===== src/rtl/pwm_seq_ctrl.sv =====
// pwm_seq_ctrl
//   Multi-channel PWM sequencer. It advances one step on each frame_end_i strobe and
//   supports down, up, triangle (centre-aligned) and binary-code-modulation (BCM)
//   sequences. The mode and the per-channel duty are double-buffered. New values take
//   effect only when a period starts.
//
// Ports
//   clk_i           clock
//   rst_i           asynchronous reset, active-high
//   enable_i        1 = run the sequence, 0 = idle
//   mode_i          00 down, 01 up, 10 triangle, 11 BCM (sampled at period start)
//   frame_end_i     one-cycle step strobe; holding it high advances every cycle
//   duty_i          channel c duty at [c*PWM_DEPTH +: PWM_DEPTH] (sampled at period start)
//   pwm_cnt_o       current count; in BCM mode, the plane index zero-extended
//   pwm_on_o        per-channel on decision for the current step (zero latency)
//   period_start_o  one-cycle pulse on the first step of each period
//
// state   | meaning
// --------+-----------------------------------------------------------
// ST_IDLE | sequencer stopped, registers at reset values, outputs off
// ST_RUN  | sequencer stepping on frame_end_i, reloads at period end
module pwm_seq_ctrl #(
  parameter int PWM_DEPTH = 8,
  parameter int N_CH      = 4
) (
  input  logic                      clk_i,
  input  logic                      rst_i,
  input  logic                      enable_i,
  input  logic [1:0]                mode_i,
  input  logic                      frame_end_i,
  input  logic [N_CH*PWM_DEPTH-1:0] duty_i,
  output logic [PWM_DEPTH-1:0]      pwm_cnt_o,
  output logic [N_CH-1:0]           pwm_on_o,
  output logic                      period_start_o
);

  localparam int PW = $clog2(PWM_DEPTH);

  localparam logic [1:0] M_DOWN = 2'b00;
  localparam logic [1:0] M_UP   = 2'b01;
  localparam logic [1:0] M_TRI  = 2'b10;
  localparam logic [1:0] M_BCM  = 2'b11;

  localparam logic [PWM_DEPTH-1:0] CNT_MAX    = '1;
  localparam logic [PWM_DEPTH-1:0] CNT_ZERO   = '0;
  localparam logic [PWM_DEPTH-1:0] CNT_ONE    = PWM_DEPTH'(1);
  // The top plane is held for 2^(D-1) frames, so its hold count starts at 2^(D-1)-1.
  localparam logic [PWM_DEPTH-1:0] HOLD_START = CNT_MAX >> 1;
  localparam logic [PW-1:0]        PLANE_TOP  = PW'(PWM_DEPTH - 1);
  localparam logic [PW-1:0]        PLANE_ZERO = '0;
  localparam logic [PW-1:0]        PLANE_ONE  = PW'(1);

  typedef enum logic {
    ST_IDLE = 1'b0,
    ST_RUN  = 1'b1
  } state_t;

  state_t                    r_state;
  logic [PWM_DEPTH-1:0]      r_cnt;
  logic                      r_dir_down;
  logic [PW-1:0]             r_plane;
  logic [PWM_DEPTH-1:0]      r_hold;
  logic [1:0]                r_mode_sh;
  logic [N_CH*PWM_DEPTH-1:0] r_duty_sh;
  logic                      r_period_start;

  logic                      w_period_end;
  logic                      w_load;
  logic [PWM_DEPTH-1:0]      w_start_cnt;
  logic [PWM_DEPTH-1:0]      w_hold_next;
  logic [PWM_DEPTH-1:0]      w_ch_duty;

  // The last step of the period in the mode currently active (shadowed).
  always_comb begin
    w_period_end = 1'b0;
    case (r_mode_sh)
      M_DOWN:  w_period_end = (r_cnt == CNT_ZERO);
      M_UP:    w_period_end = (r_cnt == CNT_MAX);
      M_TRI:   w_period_end = r_dir_down && (r_cnt == CNT_ONE);
      default: w_period_end = (r_plane == PLANE_ZERO) && (r_hold == CNT_ZERO);
    endcase
  end

  // A load happens on the IDLE->RUN edge or at a period end. A frame_end_i in the
  // IDLE->RUN cycle is not a step, because the IDLE term already covers that cycle.
  assign w_load = enable_i &&
                  ((r_state == ST_IDLE) ||
                   ((r_state == ST_RUN) && frame_end_i && w_period_end));

  // The start count follows the incoming mode, because the load switches to it.
  assign w_start_cnt = ((mode_i == M_UP) || (mode_i == M_TRI)) ? CNT_ZERO : CNT_MAX;

  // Hold count on entering plane p-1: 2^(p-1)-1. Only used when r_plane >= 1.
  assign w_hold_next = (CNT_ONE << (r_plane - PLANE_ONE)) - CNT_ONE;

  always_ff @(posedge clk_i or posedge rst_i) begin
    if (rst_i) begin
      r_state        <= ST_IDLE;
      r_cnt          <= CNT_MAX;
      r_dir_down     <= 1'b0;
      r_plane        <= PLANE_TOP;
      r_hold         <= CNT_ZERO;
      r_mode_sh      <= M_DOWN;
      r_duty_sh      <= '0;
      r_period_start <= 1'b0;
    end else begin
      r_period_start <= w_load;
      if (!enable_i) begin
        // Dropping enable wins over a simultaneous frame_end_i.
        r_state    <= ST_IDLE;
        r_cnt      <= CNT_MAX;
        r_dir_down <= 1'b0;
        r_plane    <= PLANE_TOP;
        r_hold     <= CNT_ZERO;
        r_mode_sh  <= M_DOWN;
        r_duty_sh  <= '0;
      end else if (w_load) begin
        r_state    <= ST_RUN;
        r_mode_sh  <= mode_i;
        r_duty_sh  <= duty_i;
        r_cnt      <= w_start_cnt;
        r_dir_down <= 1'b0;
        r_plane    <= PLANE_TOP;
        r_hold     <= HOLD_START;
      end else if ((r_state == ST_RUN) && frame_end_i) begin
        case (r_mode_sh)
          M_DOWN: r_cnt <= r_cnt - CNT_ONE;
          M_UP:   r_cnt <= r_cnt + CNT_ONE;
          M_TRI: begin
            if (r_dir_down) begin
              r_cnt <= r_cnt - CNT_ONE;
            end else if (r_cnt == CNT_MAX) begin
              // MAX is shown only once: turn around straight to MAX-1.
              r_cnt      <= CNT_MAX - CNT_ONE;
              r_dir_down <= 1'b1;
            end else begin
              r_cnt <= r_cnt + CNT_ONE;
            end
          end
          default: begin
            if (r_hold != CNT_ZERO) begin
              r_hold <= r_hold - CNT_ONE;
            end else begin
              r_plane <= r_plane - PLANE_ONE;
              r_hold  <= w_hold_next;
            end
          end
        endcase
      end
    end
  end

  assign pwm_cnt_o      = (r_mode_sh == M_BCM) ? PWM_DEPTH'(r_plane) : r_cnt;
  assign period_start_o = r_period_start;

  always_comb begin
    pwm_on_o  = '0;
    w_ch_duty = '0;
    for (int c = 0; c < N_CH; c++) begin
      w_ch_duty = r_duty_sh[c*PWM_DEPTH +: PWM_DEPTH];
      if (r_state == ST_RUN) begin
        if (r_mode_sh == M_BCM) begin
          pwm_on_o[c] = w_ch_duty[r_plane];
        end else begin
          pwm_on_o[c] = (w_ch_duty > r_cnt);
        end
      end
    end
  end

endmodule


===== config.mk =====
export PLATFORM = sky130hd
export DESIGN_NAME = pwm_seq_ctrl
export DESIGN_NICKNAME = d
export VERILOG_FILES = /design/src/rtl/pwm_seq_ctrl.sv
export SDC_FILE = /design/constraint.sdc
export NUM_CORES = 1
export LEC_CHECK = 0
export ABC_AREA = 1
export BUFFER_PORTS_ARGS = -buffer_cell sky130_fd_sc_hd__buf_2
export CAP_MARGIN = 20
export CORE_MARGIN = 1.5
export CORE_UTILIZATION = 25
export CTS_BUF_LIST = sky130_fd_sc_hd__clkbuf_4
export DETAILED_ROUTE_END_ITERATION = 6
export GPL_TIMING_DRIVEN = 0
export SYNTH_ARGS = -nofsm -noshare
export SYNTH_HDL_FRONTEND = slang
export SYNTH_SLANG_ARGS = --single-unit

===== constraint.sdc =====
create_clock -name clk_i -period 3.36 [get_ports clk_i]
set_clock_uncertainty 0.05 [all_clocks]
set_input_delay 0.168 -clock clk_i [delete_from_list [all_inputs] [get_ports clk_i]]
set_output_delay 0.168 -clock clk_i [all_outputs]
set_load 0.01 [all_outputs]

==> results.txt <==
----------------------------------------------------
[Die]
  Die width ... between 100 and 150 um
  Effective utilization at floorplan ... roughly a quarter
  Boundary pin count ... 51
  Area inside the core boundary ... roughly 17,000 um2
  Vertical die dimension ... 136.9 um
  Num rows ... 48
  Floorplan die area ... roughly 19,000 um2

[Routing]
  Total detailed-routing wirelength ... roughly 13 mm
  Remaining routing DRC violations ... 0
  Drt initial violations ... 252
  Vias after detailed routing ... approximately 4.5k
  Via-per-instance ratio ... 4.609
  Average wire length per cell after detail routing ... around 14 um
  Count of antenna-violating nets left after detailed routing ... 0
  TritonRoute pass-1 iters ... 5

[Critical path]
  Count of cells along the worst register-to-register path ... 16
  Max Fanout on Critical Path ... 10
  Reg-to-Reg Start ... r_plane[0]$_DFFE_PP1P_
  Worst setup slack for register-to-register paths ... about 0.42 ns
  Largest stage delay on the critical path ... 0.57 ns
  Most prevalent standard cell on the critical path ... sky130_fd_sc_hd__nand2_1
  Highest-delay cell along the critical path ... sky130_fd_sc_hd__dfstp_2
  Top delay family on crit path ... buffers and inverters
  Series of cell instances along the critical path ... clkbuf_1 > inv_1 > ha_1 > nand2_1 > nor2_1 > nand2_1 > o211ai_1 > o21ai_0 > a21oi_1 > buf_2
  RR Endpoint ... r_hold[6]$_DFFE_PP0P_
  CP Capture Type ... primary output
  Crit Path Category ... register to primary output
  Worst Path Buf+Inv ... 3
  Critical Path AT ... around 2.8 ns
  Category of the worst setup path launch point ... register
  WP data required ... approximately 3.1 ns

[Finish]
  Area growth from synthesis to layout ... 22.33%
  Post-Route Utilization ... between 30% and 40%
  Layout cell share with drive strength beyond 1 ... a little over an eighth
  Diode count ... 0
  Post-layout nets ... 835

[Power and ir drop]
  P_int ... between 0.001 and 0.0015 W
  Static Leakage ... roughly 2.8 nW
  Fraction of power consumed by combinational cells ... 37.7%
  Part of the total power dissipated in sequential elements ... between 40% and 50%
  Clock Power Share ... a little over 20%
  Peak supply drop ... between 0.15 and 0.2 mV
  Switching share of power ... between 30% and 40%
  Overall power after layout ... around 0.0019 W
  Power per cell area ... around 350 nW/um2
  Net switching power ... between 0.0007 and 0.0008 W

[Clock tree]
  Total number of clock tree sinks ... 56
  Post-cts sizing count ... 0
  CTS root buffer ... sky130_fd_sc_hd__clkbuf_4
  Clock tree from TritonCTS ... yes
  Buffers from clock root to sink, at most ... 2
  Register clock-pin slew on the reported worst setup and hold paths ... ~0.19 ns
  Clock insertion delay at the later pin of the skew report ... between 0.4 and 0.5 ns
  TritonCTS Buffers ... 5
  CTS H-Tree Depth ... 2

[Timing]
  Total count of max-transition violations in the final report ... 0
  Worst slew pin tran ... around 0.8 ns
  Sum of negative setup slack ... 0 ns
  Final setup fails ... 0
  Final Critical Period ... roughly 3.0 ns
  Hold violation total from the final report ... 0
  Maximum clock rate ... between 300 and 400 MHz
  Worst relative slew slack ... 46.99%
  RSZ-0062 raised after global routing ... no
  Fraction of the cycle the final worst path needs ... roughly 90%

[Yosys]
  Synth top area cells ... sky130_fd_sc_hd__dfrtp_1 25%, sky130_fd_sc_hd__nand2_1 18%, sky130_fd_sc_hd__ha_1 13%
  Cell type with the highest aggregate area in the netlist ... sky130_fd_sc_hd__dfrtp_1
  Distinct cell type count of the synthesized netlist ... 33
  Commonest cells post-synth ... 216 x sky130_fd_sc_hd__nand2_1, 77 x sky130_fd_sc_hd__nor2_1, 64 x sky130_fd_sc_hd__inv_1, 46 x sky130_fd_sc_hd__ha_1
  Share of the yosys chip area belonging to registers ... 31.57%
  Share of flip-flops with an asynchronous set or reset after synthesis ... between 90% and 100%
  Most frequent cell after synthesis ... sky130_fd_sc_hd__nand2_1
  Primary flip-flop cell chosen by synthesis mapping ... sky130_fd_sc_hd__dfrtp_1
  Post-synth EDFFs ... 0
  Synthesized instance count ... about 660
  Combined area of all synthesized cells ... between 4000 and 5000 um2
  Average cell area after synthesis ... ~7 um2
  Total nets after synthesis ... 740
  Share of the synthesized area in the top cell type ... about a quarter
  Synthesis-stage register bit count ... 56
  Yosys warning count ... 0

[Placed design]
  HPWL Detailed ... 9.698 mm
  Routability-driven placement congestion ratio ... 0.8736
  Count of buffers inserted at the top-level ports ... 50

[Min path]
  Min-Delay Path Class ... primary input to register
  Startpoint of the most critical hold path ... frame_end_i
  Hold Path Cell Cnt ... 3
  Endpoint of the worst hold-timing path ... r_dir_down$_DFFE_PP0P_

[Global routing]
  Overall overflow remaining after global route ... 0
  Antenna violations before repair ... 0
  First-pass GRT wire length ... 21.91 mm
  Total track usage ... approximately 15%
  Maximum number of pins on one net before global-route repair ... 40
  Number of global-route vias before repair ... a little over 4k

[Status]
  Status ... complete, no violations

[Job]
  Max-cap check violation count ... 0

----------------------------------------------------
==> placed cells by master (no fill, tap or decap), drive strengths merged <==
cell,n
nand3b,1
dlygate4sd3,35
a21oi,43
clkinv,1
clkinvlp,1
inv,66
a31oi,3
dfrtp,45
buf,65
o21bai,1
nor3,2
nor2,80
bufinv,1
nand2,218
xnor2,2
o21ai,50
nand4,6
o311ai,3
clkbuf,16
nand3,48
dfstp,11
o211ai,6
ha,46
o21a,2
==> power by group through the flow <==
stage	combinational (W)	clock (W)	sequential, W
global route	0.000820	0.000429	0.000806
detailed placement	0.000680	0	0.000809
CTS	0.000713	0.000404	0.000797
finish	0.000718	0.000389	0.000796
floorplan	0.000489	0	0.000789
global placement	0.000668	0	0.000809
==> layout make-up <==
class	instances	area, um2
clock buffer	5	37.54
timing repair buffer	89	643.1
inverter	66	247.7
tap	225	281.5
sequential	56	1415
multi-input combinational	511	2683
clock inverter	3	42.54
buffer	22	133.9
fill	1917	11930
==> state kept, by name, indices dropped and copies added, names as in the netlist <==
name	count
period_start_o	1
r_dir_down	1
r_state	1
r_plane	3
r_hold	8
r_cnt	8
r_duty_sh	32
r_mode_sh	2
==> cell families after synthesis <==
logic type	share of synthesized area (%)
flip-flops	31.57
XOR/XNOR	0.3908
AND/OR/NAND/NOR	32.96
AO/OA/AOI/OAI	13.65
adder cells (fa/ha/maj)	12.84
buffers and inverters	8.596
==> layer usage <==
metal  up-vias  global-route usage, %  part of all wire [%]
met1      2063                  20.14                    47
met4         0                  3.918                   1.8
met3        17                  1.704                   3.8
li1       2307                      -                     -
met2       116                  25.60                    47
met5         -                      0                     0
==> how the worst max path moves through the flow <==
stage | end | from | cells past startpoint | slack [ns]
2_1_floorplan | r_hold[6]$_DFFE_PP0P_ | r_plane[0]$_DFFE_PP1P_ | 17 | 0.65
4_1_cts | r_hold[6]$_DFFE_PP0P_ | r_plane[0]$_DFFE_PP1P_ | 16 | 0.27
5_1_grt | pwm_on_o[3] | r_cnt[5]$_DFFE_PP1P_ | 10 | 0.10
3_3_place_gp | r_hold[6]$_DFFE_PP0P_ | r_plane[0]$_DFFE_PP1P_ | 17 | 0.04
3_5_place_dp | r_hold[6]$_DFFE_PP0P_ | r_plane[0]$_DFFE_PP1P_ | 17 | 0.02
6_report | pwm_on_o[3] | r_cnt[5]$_DFFE_PP1P_ | 10 | 0.33
==> worst register-to-register path, delay by kind of cell (launching register included) <==
kind / cells / cell delay (ns)
AOI/OAI and AO/OA: 2 / 0.43
adders and majority gates: 2 / 0.52
buffers and inverters: 4 / 0.44
DFF: 1 / 0.60
and+or+nand+nor: 8 / 0.81
==> through the flow <==
step	instances	setup slack (ns)	hold WS, ns	instance area [um2]
2_1_floorplan	656	0.6538	0.2276	4483
3_3_place_gp	931	0.03873	0.3124	5015
3_5_place_dp	932	0.02039	0.1398	5035
4_1_cts	974	0.2730	0.05150	5461
5_1_grt	977	0.1007	0.06664	5484
6_report	977	0.3271	0.07604	5484
==> repair_timing <==
item | in CTS | in global routing
endpoints found under the hold margin | 51 | 0
setup endpoints to repair | 1 | 1
buffers inserted | 0 | 3
hold buffers | 35 | 0
No activity file was read; power rests on OpenSTA's default activity.
